===== config.mk =====
export PLATFORM = sky130hd
export DESIGN_NAME = regfile_wb_arbiter
export DESIGN_NICKNAME = d
export VERILOG_FILES = /design/src/rtl/wb_pkg.sv /design/src/rtl/rr_arbiter.sv /design/src/rtl/regfile_wb_arbiter.sv
export SDC_FILE = /design/constraint.sdc
export NUM_CORES = 1
export LEC_CHECK = 0
export BUFFER_PORTS_ARGS = -buffer_cell sky130_fd_sc_hd__buf_2
export CAP_MARGIN = 20
export CORE_UTILIZATION = 43
export DETAILED_ROUTE_END_ITERATION = 10
export HOLD_SLACK_MARGIN = 0.03
export PLACE_DENSITY = 0.82
export SYNTH_ARGS = -nofsm -noshare
export SYNTH_HDL_FRONTEND = slang
export SYNTH_SLANG_ARGS = --single-unit

===== constraint.sdc =====
create_clock -name clk -period 3.45 [get_ports clk]
set_input_delay 0.69 -clock clk [delete_from_list [all_inputs] [get_ports clk]]
set_output_delay 0.69 -clock clk [all_outputs]
set_load 0.02 [all_outputs]

===== src/rtl/wb_pkg.sv =====
// Shared widths and requester identities for the register-file write-back path.
package wb_pkg;
    localparam int XLEN         = 32;
    localparam int REG_ADDR_W   = 5;
    localparam int NREGS        = 32;
    localparam int NREQ_DEFAULT = 3;

    localparam int REQ_ALU = 0;
    localparam int REQ_LSU = 1;
    localparam int REQ_QMU = 2;
endpackage


===== src/rtl/rr_arbiter.sv =====
// Round-robin arbiter: one-hot grant from a request vector, priority pointer moves past the winner on advance.
module rr_arbiter
    import wb_pkg::*;
#(
    parameter int NREQ = NREQ_DEFAULT
) (
    input  logic            clk,
    input  logic            rst_n,
    input  logic [NREQ-1:0] req,
    input  logic            advance,
    output logic [NREQ-1:0] grant
);
    localparam int PTR_W = (NREQ > 1) ? $clog2(NREQ) : 1;

    logic [PTR_W-1:0] ptr;
    logic [PTR_W-1:0] gidx;
    logic [PTR_W-1:0] idx;
    logic             found;
    int               pos;

    // ptr holds the first index to search; the scan wraps past NREQ-1 back to 0
    always_comb begin
        grant = '0;
        gidx  = '0;
        idx   = '0;
        pos   = 0;
        found = 1'b0;
        for (int i = 0; i < NREQ; i++) begin
            pos = int'(ptr) + i;
            if (pos >= NREQ) begin
                pos = pos - NREQ;
            end
            idx = PTR_W'(pos);
            if (!found && req[idx]) begin
                grant[idx] = 1'b1;
                gidx       = idx;
                found      = 1'b1;
            end
        end
    end

    always_ff @(posedge clk or negedge rst_n) begin
        if (!rst_n) begin
            ptr <= '0;
        end else if (advance && found) begin
            ptr <= (gidx == PTR_W'(NREQ - 1)) ? '0 : gidx + 1'b1;
        end
    end
endmodule


===== src/rtl/regfile_wb_arbiter.sv =====
// Write-back arbiter in front of the register file, with an optional pending-write
// scoreboard enabled by the WB_SCOREBOARD_EN macro (busy tied to 0 otherwise).
module regfile_wb_arbiter
    import wb_pkg::*;
#(
    parameter int NREQ = NREQ_DEFAULT
) (
    input  logic                       clk,
    input  logic                       rst_n,
    input  logic [NREQ-1:0]            req_valid,
    output logic [NREQ-1:0]            req_ready,
    input  logic [NREQ*REG_ADDR_W-1:0] req_rd,
    input  logic [NREQ*XLEN-1:0]       req_wd,
    output logic                       rf_we,
    output logic [REG_ADDR_W-1:0]      rf_rd,
    output logic [XLEN-1:0]            rf_wd,
    input  logic                       claim_valid,
    input  logic [REG_ADDR_W-1:0]      claim_rd,
    output logic [NREGS-1:0]           busy
);
    logic [NREQ-1:0]       grant;
    logic                  hs;
    logic [REG_ADDR_W-1:0] sel_rd;
    logic [XLEN-1:0]       sel_wd;

    rr_arbiter #(.NREQ(NREQ)) u_arb (
        .clk     (clk),
        .rst_n   (rst_n),
        .req     (req_valid),
        .advance (hs),
        .grant   (grant)
    );

    // Grants are suppressed while reset is held so nothing can be accepted then
    assign req_ready = grant & {NREQ{rst_n}};
    assign hs        = |(req_valid & req_ready);

    always_comb begin
        sel_rd = '0;
        sel_wd = '0;
        for (int i = 0; i < NREQ; i++) begin
            if (grant[i]) begin
                sel_rd = req_rd[i*REG_ADDR_W +: REG_ADDR_W];
                sel_wd = req_wd[i*XLEN +: XLEN];
            end
        end
    end

    // Writes to x0 are consumed but never raise the write enable
    always_ff @(posedge clk or negedge rst_n) begin
        if (!rst_n) begin
            rf_we <= 1'b0;
            rf_rd <= '0;
            rf_wd <= '0;
        end else if (hs) begin
            rf_we <= (sel_rd != '0);
            rf_rd <= sel_rd;
            rf_wd <= sel_wd;
        end else begin
            rf_we <= 1'b0;
        end
    end

`ifdef WB_SCOREBOARD_EN
    logic [NREGS-1:0] busy_next;

    // Clear first, then set, so a same-edge claim keeps the register pending
    always_comb begin
        busy_next = busy;
        if (rf_we) begin
            busy_next[rf_rd] = 1'b0;
        end
        if (claim_valid && (claim_rd != '0)) begin
            busy_next[claim_rd] = 1'b1;
        end
        busy_next[0] = 1'b0;
    end

    always_ff @(posedge clk or negedge rst_n) begin
        if (!rst_n) begin
            busy <= '0;
        end else begin
            busy <= busy_next;
        end
    end
`else
    logic unused_claim;
    assign unused_claim = ^{claim_valid, claim_rd};
    assign busy         = '0;
`endif
endmodule


==> run_results.csv, run 1 <==
group,metric,value,unit
status,run_status,"finished with violations",
status,violations,"design-rule violations",
logic_synthesis,yosysWarnings,0,
routing,drt_iter0_drc,89,
layout,insertedDiodeCount,0,
cts,root_buffer,"clkbuf_8",
grt,grt_max_degree,40,
routing,vias_per_cell,5.19,
timing,rsz0062_at_grt,"false",
power_and_ir_drop,power_switching,1.94,mW
die,design.core.area,6460,µm²
logic_synthesis,synthFlopType,"dfrtp_1",
cts,htree_levels,2,
routing,ant_nets,0,
timing,hold_viol_final,0,
logic_synthesis,yosysTopAreaCell,"dfrtp_1",
cts,cts-resized-gates,0,
power_and_ir_drop,p_sw_share,48.4,%
min_path,hp-class,"in2async",
power_and_ir_drop,powerDensity,1070,nW/µm²
die,rows,29,
place,dpl.hpwl,5880,µm
grt,grt_pass1_vias,2781,
grt,grtUsageTotal,21.4,%
power_and_ir_drop,clkPwrFrac,9.1,%
setup_path,max_stage_delay,0.41,ns
timing,tns,0,ns
timing,period_minus_slack,3.18,ns
cts,path_clk_slew,0.08,ns
setup_path,cp_max_fo,13,
logic_synthesis,synth_most_common_cell,"nor2_1",
routing,num_vias,2947,
logic_synthesis,synth_cells,345,
cts,numCtsBuffers,5,
die,io_pins,195,
routing,finalWirelength,7470,µm
routing,avgRoutedWirePerCell,13.1,µm
grt,grt_first_pass_wirelength,12300,µm
power_and_ir_drop,combinationalPowerShare,70.7,%
timing,final_max_slew_viol_count,0,
power_and_ir_drop,seq_power_share,20.2,%
timing,skew,0.00510,ns
timing,timing.final.ws_setup,0.273,ns
cts,cts_tree,"built",
setup_path,worst_ep_arrival_time,2.49,ns
logic_synthesis,netlist_area,2910,µm²
timing,timing.fmax,0.315,GHz
die,fp.dieH,84.3,µm
power_and_ir_drop,leakage,1.92,nW
place,portBuffers,156,
routing,dr.pass1.iters,7,
logic_synthesis,yosys_register_bits,40,
timing,finalCritPeriodShare,92.1,%
die,fp.dieW,84.3,µm
logic_synthesis,synth_common_cells,"nor2_1, dfrtp_1, nand2_1",
timing,slew_headroom,49.6,%
layout,seq_area,1000,µm²
logic_synthesis,async_flop_share,100,%
setup_path,crit_path_start_kind,"register",
timing,tightest_slew,0.757,ns
logic_synthesis,synth_edf_count,0,
layout,drive_above_1_share,43.2,%
power_and_ir_drop,internal_power,2.07,mW
layout,n_fill_cell,576,
logic_synthesis,synth_top_area_share,34.4,%
setup_path,crit_path_top_delay_cell,"dfrtp_1",
setup_path,worst-setup-path-type,"reg2out",
job,cap_violations,0,
cts,cts_max_path_buffers,2,
place,gp_congestion,0.898,
power_and_ir_drop,vdd_drop_max,0.000568,V
logic_synthesis,ys_seq_area_share,34.4,%
layout,area_growth,28.3,%
setup_path,critical_path_required,2.76,ns
layout,multi_input_area,1640,µm²
cts,cts.sinks,40,
routing,drc_errors,28,
grt,grt.overflow.total,0,
die,dieArea,7100,µm²
logic_synthesis,synth.top_cells.by_area,"dfrtp_1, mux2_2, buf_4",
cts,hold_buffers,0,
die,initial_utilization,45.1,%
cts,insertion_delay,0.28,ns
timing,setup_viol,0,
place,place_ws,0.245,ns
logic_synthesis,syn_area_per_cell,8.44,µm²
layout,nets,616,
power_and_ir_drop,total_power,4.01,mW
timing,whs,0.338,ns
setup_path,cp-end-kind,"primary output",
grt,antenna_found_initial,0,
setup_path,cp_cell_sequence,"inv_1 -> ha_1 -> mux2i_1 -> o22ai_1 -> a21oi_1 -> o21a_2 -> and2_1 -> buf_2",
cts,cts_setup_buffers,0,
logic_synthesis,yosysUniqueCellTypes,40,
[logic make-up after synthesis]
group / Yosys count / synth area share (%)
adders and majority gates: 4 / 1.72
buffers and inverters: 65 / 13.6
and+or+nand+nor: 130 / 19.6
AOI/OAI and AO/OA: 64 / 14.8
muxes: 41 / 15.7
other: 1 / 0.129
DFF: 40 / 34.4
[metal layers]
layer,vias up,wire length (µm),GRT usage [%]
li1,1435,-,-
met1,1374,3060,24.5
met2,133,3980,41.1
met3,5,389,4.03
met4,0,40,4.70
met5,-,0,0
[cell usage in the layout (no fill, tap or decap), types with 3 or more instances in the layout]
| cell type | count |
|---|---|
| buf_4 | 8 |
| mux2i_1 | 3 |
| nor2_1 | 41 |
| nand3_1 | 36 |
| a31oi_1 | 33 |
| and2_1 | 4 |
| mux2_1 | 6 |
| o21ai_0 | 3 |
| mux2_2 | 32 |
| dfrtp_1 | 40 |
| a21oi_1 | 8 |
| ha_1 | 4 |
| clkbuf_8 | 5 |
| buf_2 | 156 |
| nand2_1 | 40 |
| conb_1 | 32 |
| inv_1 | 6 |
[final timing paths]
check	from	endpoint	slack, ns	cells after the start
min in group clk	rf_rd[3]$_DFFE_PN0P_	rf_rd[3]$_DFFE_PN0P_	0.50	1
max in group asynchronous	rst_n	rf_wd[15]$_DFFE_PN0P_	2.43	2
min reg2reg	rf_rd[3]$_DFFE_PN0P_	rf_rd[3]$_DFFE_PN0P_	0.50	1
min	rst_n	rf_wd[29]$_DFFE_PN0P_	0.34	1
max reg2reg	u_arb.ptr[0]$_DFFE_PN0P_	rf_rd[0]$_DFFE_PN0P_	0.29	10
max	u_arb.ptr[0]$_DFFE_PN0P_	req_ready[0]	0.27	8
[critical path, delay by kind of cell, from the launching register on]
| kind | cells | cell delay, ns |
|---|---|---|
| AO/OA/AOI/OAI | 3 | 0.75 |
| flip-flops | 1 | 0.41 |
| multiplexers | 1 | 0.32 |
| adder cells (fa/ha/maj) | 1 | 0.28 |
| buffers and inverters | 2 | 0.27 |
| AND/OR/NAND/NOR | 1 | 0.18 |
[power groups by stage]
stage                     clock network (mW)  logic, mW  registers [mW]
final                                  0.366       2.83           0.809
after global routing                   0.408       3.12           0.840
after CTS                              0.382       2.84           0.811
after detailed placement                   0       2.83           0.816
after global placement                     0       2.76           0.804
after floorplan                            0       1.89            1.07
[state kept, by name (all words and copies together), names as in the netlist]
name	count
u_arb.ptr	2
rf_wd	32
rf_we	1
rf_rd	5
[layout make-up]
class | instances | share of cell area (%)
multi-input combinational | 271 | 44.0
clock buffer | 6 | 1.94
sequential | 40 | 26.8
tap | 77 | 2.58
timing repair buffer | 165 | 23.0
clock inverter | 2 | 0.938
inverter | 7 | 0.704
[through the flow]
step / cells / util (%) / instance area, µm²
3_3_place_gp: 560 / 56.1 / 3630
4_1_cts: 568 / 57.8 / 3730
6_report: 568 / 57.8 / 3730
2_1_floorplan: 376 / - / 3030
3_5_place_dp: 560 / 56.1 / 3630
5_1_grt: 568 / 57.8 / 3730
Power figures use the tool's default switching activity.
==> run 2, diff against run 1 <==
--- a/config.mk
+++ b/config.mk
@@ -5,6 +5,7 @@
 export SDC_FILE = /design/constraint.sdc
 export NUM_CORES = 1
 export LEC_CHECK = 0
+export ABC_AREA = 1
 export BUFFER_PORTS_ARGS = -buffer_cell sky130_fd_sc_hd__buf_2
 export CAP_MARGIN = 20
 export CORE_UTILIZATION = 43
==> constraint.sdc (replaced) <==
create_clock -name clk -period 3.5 [get_ports clk]
set_input_delay 0.7 -clock clk [delete_from_list [all_inputs] [get_ports clk]]
set_output_delay 0.7 -clock clk [all_outputs]
set_load 0.02 [all_outputs]
==> run 2 against run 1 <==
The flow still finishes with violations (design-rule violations). Routed wire length grew 5.3%. Die area grew 1.4%. Combinational power grew 13%. Global-route usage grew 0.70 points. Critical path depth grew 4. Via count grew 4.3%. Sequential power shrank 4.2%. Count of clock-buffer cells in the layout is the same. Clock power is essentially flat. Synthesized cell count grew 15%. Total power grew 8.4%. Critical path type unchanged. Largest power group unchanged. Highest routed layer unchanged.
==> run_results.csv, run 2 <==
group,metric,value,unit
status,run_status,"finished with violations",
status,violations,"design-rule violations",
setup_path,crit_path_start_kind,"register",
min_path,min_from,"rf_wd[16]$_DFFE_PN0P_",
logic_synthesis,synthFlopType,"dfrtp_1",
min_path,hp-class,"reg2reg",
die,design.core.area,6490,µm²
logic_synthesis,synth_edf_count,0,
timing,hold_viol_final,0,
setup_path,reg2regPathDepth,16,
cts,cts_max_path_buffers,2,
timing,slew_headroom,63.3,%
layout,top_register,"rf_wd",
logic_synthesis,synth_cells,396,
power_and_ir_drop,vdd_drop_max,0.000636,V
routing,num_vias,3074,
layout,area_growth,26.1,%
place,gp_congestion,0.927,
routing,vias_per_cell,4.96,
timing,skew,0.00395,ns
grt,grtUsageTotal,22.1,%
routing,drt_iter0_drc,138,
die,dieArea,7200,µm²
job,cap_violations,0,
cts,numCtsBuffers,5,
timing,timing.fmax,0.311,GHz
logic_synthesis,yosysWarnings,0,
place,dpl.hpwl,6030,µm
place,dp.cells,612,
layout,insertedDiodeCount,0,
setup_path,cp-end-kind,"primary output",
logic_synthesis,syn_area_per_cell,7.45,µm²
logic_synthesis,netlist_area,2950,µm²
logic_synthesis,synth_top_area_share,33.9,%
cts,insertion_delay,0.29,ns
routing,dr.pass1.iters,8,
setup_path,r2r-start,"u_arb.ptr[0]$_DFFE_PN0P_",
power_and_ir_drop,total_power,4.35,mW
layout,top_regs,"rf_wd (32), rf_rd (5), u_arb.ptr (2)",
place,portBuffers,156,
die,initial_utilization,45.4,%
layout,fin_util,57.3,%
die,fp.dieW,84.9,µm
layout,layout_common_cells,"buf_2, nand2_1, o21ai_0, dfrtp_1, a21oi_1",
logic_synthesis,synth.top_cells.by_area,"dfrtp_1, nand2_1, buf_4",
setup_path,critical_path_required,2.80,ns
logic_synthesis,ys_seq_area_share,33.9,%
cts,cts.sinks,40,
place,placed_area,3610,µm²
logic_synthesis,yosysTopAreaCell,"dfrtp_1",
timing,finalCritPeriodShare,91.8,%
setup_path,worst_ep_arrival_time,2.51,ns
logic_synthesis,yosysUniqueCellTypes,29,
layout,stdcell_area,3720,µm²
grt,grt_first_pass_wirelength,12600,µm
grt,antenna_found_initial,0,
timing,tns,0,ns
logic_synthesis,synth_most_common_cell,"nand2_1",
cts,root_buffer,"clkbuf_8",
power_and_ir_drop,leakage,2.08,nW
grt,grt_pass1_vias,2734,
cts,cts_setup_buffers,0,
grt,grt_max_degree,46,
timing,setup_viol,0,
routing,finalWirelength,7870,µm
cts,cts_tree,"built",
setup_path,cp_max_fo,38,
cts,hold_buffers,0,
timing,tightest_slew,0.550,ns
timing,rsz0062_at_grt,"false",
layout,largest_reg_flops,32,
timing,period_minus_slack,3.21,ns
min_path,hold_path_end,"rf_wd[16]$_DFFE_PN0P_",
die,io_pins,195,
layout,nets,668,
routing,avgRoutedWirePerCell,12.7,µm
setup_path,r2r_end,"rf_rd[0]$_DFFE_PN0P_",
setup_path,worst-setup-path-type,"reg2out",
layout,layout_commonest_cell,"buf_2",
die,rows,29,
logic_synthesis,yosys_register_bits,40,
routing,ant_nets,0,
die,fp.dieH,84.9,µm
layout,drive_above_1_share,43.5,%
cts,path_clk_slew,0.08,ns
cts,cts-resized-gates,0,
cts,htree_levels,2,
min_path,holdPathStages,2,
logic_synthesis,async_flop_share,100,%
grt,grt.overflow.total,0,
setup_path,reg2reg_slack,0.55,ns
timing,final_max_slew_viol_count,0,
routing,drc_errors,16,
layout,stdcell_count,620,
logic_synthesis,synth_common_cells,"nand2_1, dfrtp_1, o21ai_0",
power_and_ir_drop,powerDensity,1170,nW/µm²
[run 2: logic make-up after synthesis]
group / share of synthesized area, %
other: 0.127
adders and majority gates: 1.70
buffers and inverters: 16.0
AOI/OAI and AO/OA: 22.8
DFF: 33.9
and+or+nand+nor: 25.4
[run 2: critical path: stages, from the launching register on]
cell,delay [ns]
dfrtp_1,0.38
inv_1,0.08
ha_1,0.43
nand2_1,0.12
nand3_1,0.11
nand2_1,0.11
nand2_1,0.09
nor2_1,0.05
nor2_1,0.08
nand2_1,0.09
inv_2,0.41
nor2_2,0.07
buf_2,0.17
[run 2: where the power goes]
group / leakage, nW / internal [mW] / switching [mW]
registers: 0.515 / 0.664 / 0.111
clock network: 0.0552 / 0.212 / 0.156
logic: 1.51 / 1.06 / 2.14
total: 2.08 / 1.93 / 2.41
[run 2: cell type report]
type                    instances  area, µm²
inverters                      20       77.6
well taps                      77       96.3
flip-flops and latches         40       1000
clock buffers                   6       72.6
fillers                       627       2770
clock inverters                 2       35.0
repair buffers                163        846
multi-input cells             312       1590
[run 2: how the worst max path moves through the flow]
stage,from,to,slack (ns),cells past startpoint
after global placement,req_valid[2],rf_rd[0]$_DFFE_PN0P_,0.72,15
after floorplan,u_arb.ptr[0]$_DFFE_PN0P_,rf_rd[2]$_DFFE_PN0P_,1.09,16
after global routing,u_arb.ptr[0]$_DFFE_PN0P_,req_ready[2],0.12,13
final,u_arb.ptr[0]$_DFFE_PN0P_,req_ready[2],0.29,12
after CTS,u_arb.ptr[0]$_DFFE_PN0P_,req_ready[2],0.32,12
after detailed placement,u_arb.ptr[0]$_DFFE_PN0P_,rf_rd[0]$_DFFE_PN0P_,0.60,16
[run 2: per-stage QoR]
stage	setup slack, ns	hold slack [ns]
after floorplan	1.09	0.404
after global placement	0.716	0.465
after detailed placement	0.600	0.470
after CTS	0.322	0.488
after global routing	0.125	0.505
final	0.288	0.486
[run 2: per-layer routing]
layer / up-vias / routed length (µm) / track usage [%]
met5: - / 0 / 0
met4: 0 / 77 / 6.16
met3: 8 / 535 / 4.57
met2: 135 / 4150 / 41.9
met1: 1407 / 3100 / 25.1
li1: 1524 / - / -
==> run 3, diff against run 2 <==
==> constraint.sdc (replaced) <==
create_clock -name clk -period 3.45 [get_ports clk]
set_input_delay 0.69 -clock clk [delete_from_list [all_inputs] [get_ports clk]]
set_output_delay 0.69 -clock clk [all_outputs]
set_load 0.02 [all_outputs]
==> run 3 against run 2 <==
The flow still finishes with violations (design-rule violations). Via count fell by 1.2%. Routed wire length rose by 0.95%. Hold slack got worse by 0.0014 ns. Critical path depth fell by 2. Register-to-register slack improved by 0.02 ns. Combinational power rose by 2%. Sequential power rose by 2%. Global-route usage rose by 0.18 points.
==> run_results.csv, run 3 (synthesized netlist as in run 2, its figures left out) <==
group,metric,value,unit
status,run_status,"finished with violations",
status,violations,"design-rule violations",
grt,grt_pass1_vias,2724,
power_and_ir_drop,p_sw_share,55.2,%
grt,grt_max_degree,41,
place,placed_area,3630,µm²
timing,period_minus_slack,3.09,ns
routing,vias_per_cell,4.89,
layout,multi_input_area,1590,µm²
timing,tightest_slew,0.517,ns
die,rows,29,
timing,timing.fmax,0.324,GHz
power_and_ir_drop,power_switching,2.45,mW
setup_path,reg2reg_slack,0.57,ns
power_and_ir_drop,clkPwrFrac,8.3,%
power_and_ir_drop,leakage,2.09,nW
routing,drc_errors,16,
cts,numCtsBuffers,5,
layout,fin_util,57.6,%
setup_path,crit_path_start_kind,"register",
grt,grt_first_pass_wirelength,12700,µm
timing,final_max_slew_viol_count,0,
grt,grt.overflow.total,0,
timing,rsz0062_at_grt,"false",
layout,area_growth,26.8,%
cts,cts_tree,"built",
power_and_ir_drop,vdd_drop_max,0.000507,V
cts,htree_levels,2,
routing,ant_nets,0,
setup_path,reg2regPathDepth,18,
setup_path,cp-end-kind,"primary output",
grt,antenna_found_initial,0,
setup_path,r2r_end,"rf_wd[31]$_DFFE_PN0P_",
setup_path,worst-setup-path-type,"reg2out",
setup_path,worstSetupStartpoint,"u_arb.ptr[0]$_DFFE_PN0P_",
timing,finalCritPeriodShare,89.5,%
timing,hold_viol_final,0,
die,initial_utilization,45.4,%
power_and_ir_drop,combinationalPowerShare,73.8,%
layout,largest_reg_flops,32,
min_path,hp-class,"reg2reg",
layout,top_regs,"rf_wd (32), rf_rd (5), u_arb.ptr (2)",
job,cap_violations,0,
timing,setup_viol,0,
routing,finalWirelength,7940,µm
layout,layout_common_cells,"buf_2, nand2_1, o21ai_0, dfrtp_1, a21oi_1",
layout,stdcell_area,3740,µm²
die,dieArea,7200,µm²
layout,nets,669,
layout,top_register,"rf_wd",
cts,cts_setup_buffers,0,
routing,drt_iter0_drc,117,
place,place_ws,0.578,ns
cts,path_clk_slew,0.08,ns
layout,seq_area,1000,µm²
setup_path,crit_path_end,"req_ready[1]",
cts,cts_max_path_buffers,2,
layout,drive_above_1_share,43.6,%
layout,insertedDiodeCount,0,
cts,cts.sinks,40,
power_and_ir_drop,seq_power_share,17.8,%
setup_path,r2r-start,"u_arb.ptr[0]$_DFFE_PN0P_",
place,gp_congestion,0.908,
die,fp.dieW,84.9,µm
grt,grtUsageTotal,22.3,%
die,io_pins,195,
cts,hold_buffers,0,
timing,skew,0.00397,ns
cts,insertion_delay,0.28,ns
power_and_ir_drop,powerDensity,1190,nW/µm²
setup_path,worst_ep_arrival_time,2.40,ns
cts,root_buffer,"clkbuf_8",
setup_path,critical_path_required,2.76,ns
layout,layout_commonest_cell,"buf_2",
place,dpl.hpwl,6120,µm
routing,num_vias,3036,
timing,slew_headroom,65.5,%
layout,n_fill_cell,602,
power_and_ir_drop,internal_power,1.99,mW
die,design.core.area,6490,µm²
cts,cts-resized-gates,0,
setup_path,cp_max_fo,13,
routing,dr.pass1.iters,9,
routing,avgRoutedWirePerCell,12.8,µm
timing,tns,0,ns
die,fp.dieH,84.9,µm
timing,timing.final.ws_setup,0.362,ns
place,portBuffers,156,
## run 3: changes by cell type in the layout (fill, tap and decap cells not counted), sizes merged
| cell | before | now |
|---|---|---|
| buf | 163 | 164 |
## run 3: worst min-delay path by stage
stage                     depth (start not counted)                  start  slack (ns)               endpoint
final                                             2  rf_wd[13]$_DFFE_PN0P_        0.48  rf_wd[13]$_DFFE_PN0P_
after global routing                              2  rf_wd[13]$_DFFE_PN0P_        0.51  rf_wd[13]$_DFFE_PN0P_
after CTS                                         2  rf_wd[13]$_DFFE_PN0P_        0.49  rf_wd[13]$_DFFE_PN0P_
after detailed placement                          2  rf_wd[13]$_DFFE_PN0P_        0.47  rf_wd[13]$_DFFE_PN0P_
after global placement                            2  rf_wd[29]$_DFFE_PN0P_        0.46  rf_wd[29]$_DFFE_PN0P_
after floorplan                                   0                  rst_n        0.39   rf_rd[0]$_DFFE_PN0P_
## run 3: worst max-delay path, stage by stage, from the launching register on
cell	delay (ns)
dfrtp_1	0.38
inv_1	0.08
ha_1	0.40
inv_2	0.12
o21ai_1	0.07
o21ai_1	0.22
nand4_1	0.17
nand2_2	0.29
inv_4	0.11
nor2_8	0.10
buf_2	0.16
## run 3: cell type report
type                    instances  area share (%)
inverters                      20            2.07
flip-flops and latches         40            26.7
clock buffers                   6            1.94
multi-input cells             312            42.6
clock inverters                 2           0.936
well taps                      77            2.57
repair buffers                164            23.1
## run 3: stage by stage
stage | cells | hold slack, ns | power (mW)
3_3_place_gp | 613 | 0.464 | 4.00
6_report | 621 | 0.484 | 4.45
2_1_floorplan | 427 | 0.394 | 3.41
5_1_grt | 621 | 0.506 | 4.95
3_5_place_dp | 613 | 0.471 | 4.10
4_1_cts | 621 | 0.489 | 4.49
## run 3: power by group through the flow
stage | combinational, mW | sequential, mW | clock [mW]
floorplan | 2.41 | 1.00 | 0
global placement | 3.22 | 0.787 | 0
detailed placement | 3.30 | 0.799 | 0
CTS | 3.31 | 0.792 | 0.388
global route | 3.73 | 0.816 | 0.406
finish | 3.28 | 0.792 | 0.371
## run 3: layer usage
metal | global-route usage [%] | share of wire, % | vias up | wire length [µm]
li1 | - | - | 1524 | -
met2 | 42.9 | 53 | 152 | 4180
met4 | 5.39 | 1.0 | 0 | 80
met1 | 25.4 | 39 | 1353 | 3110
met3 | 4.09 | 7.2 | 7 | 572
met5 | 0 | 0 | - | 0
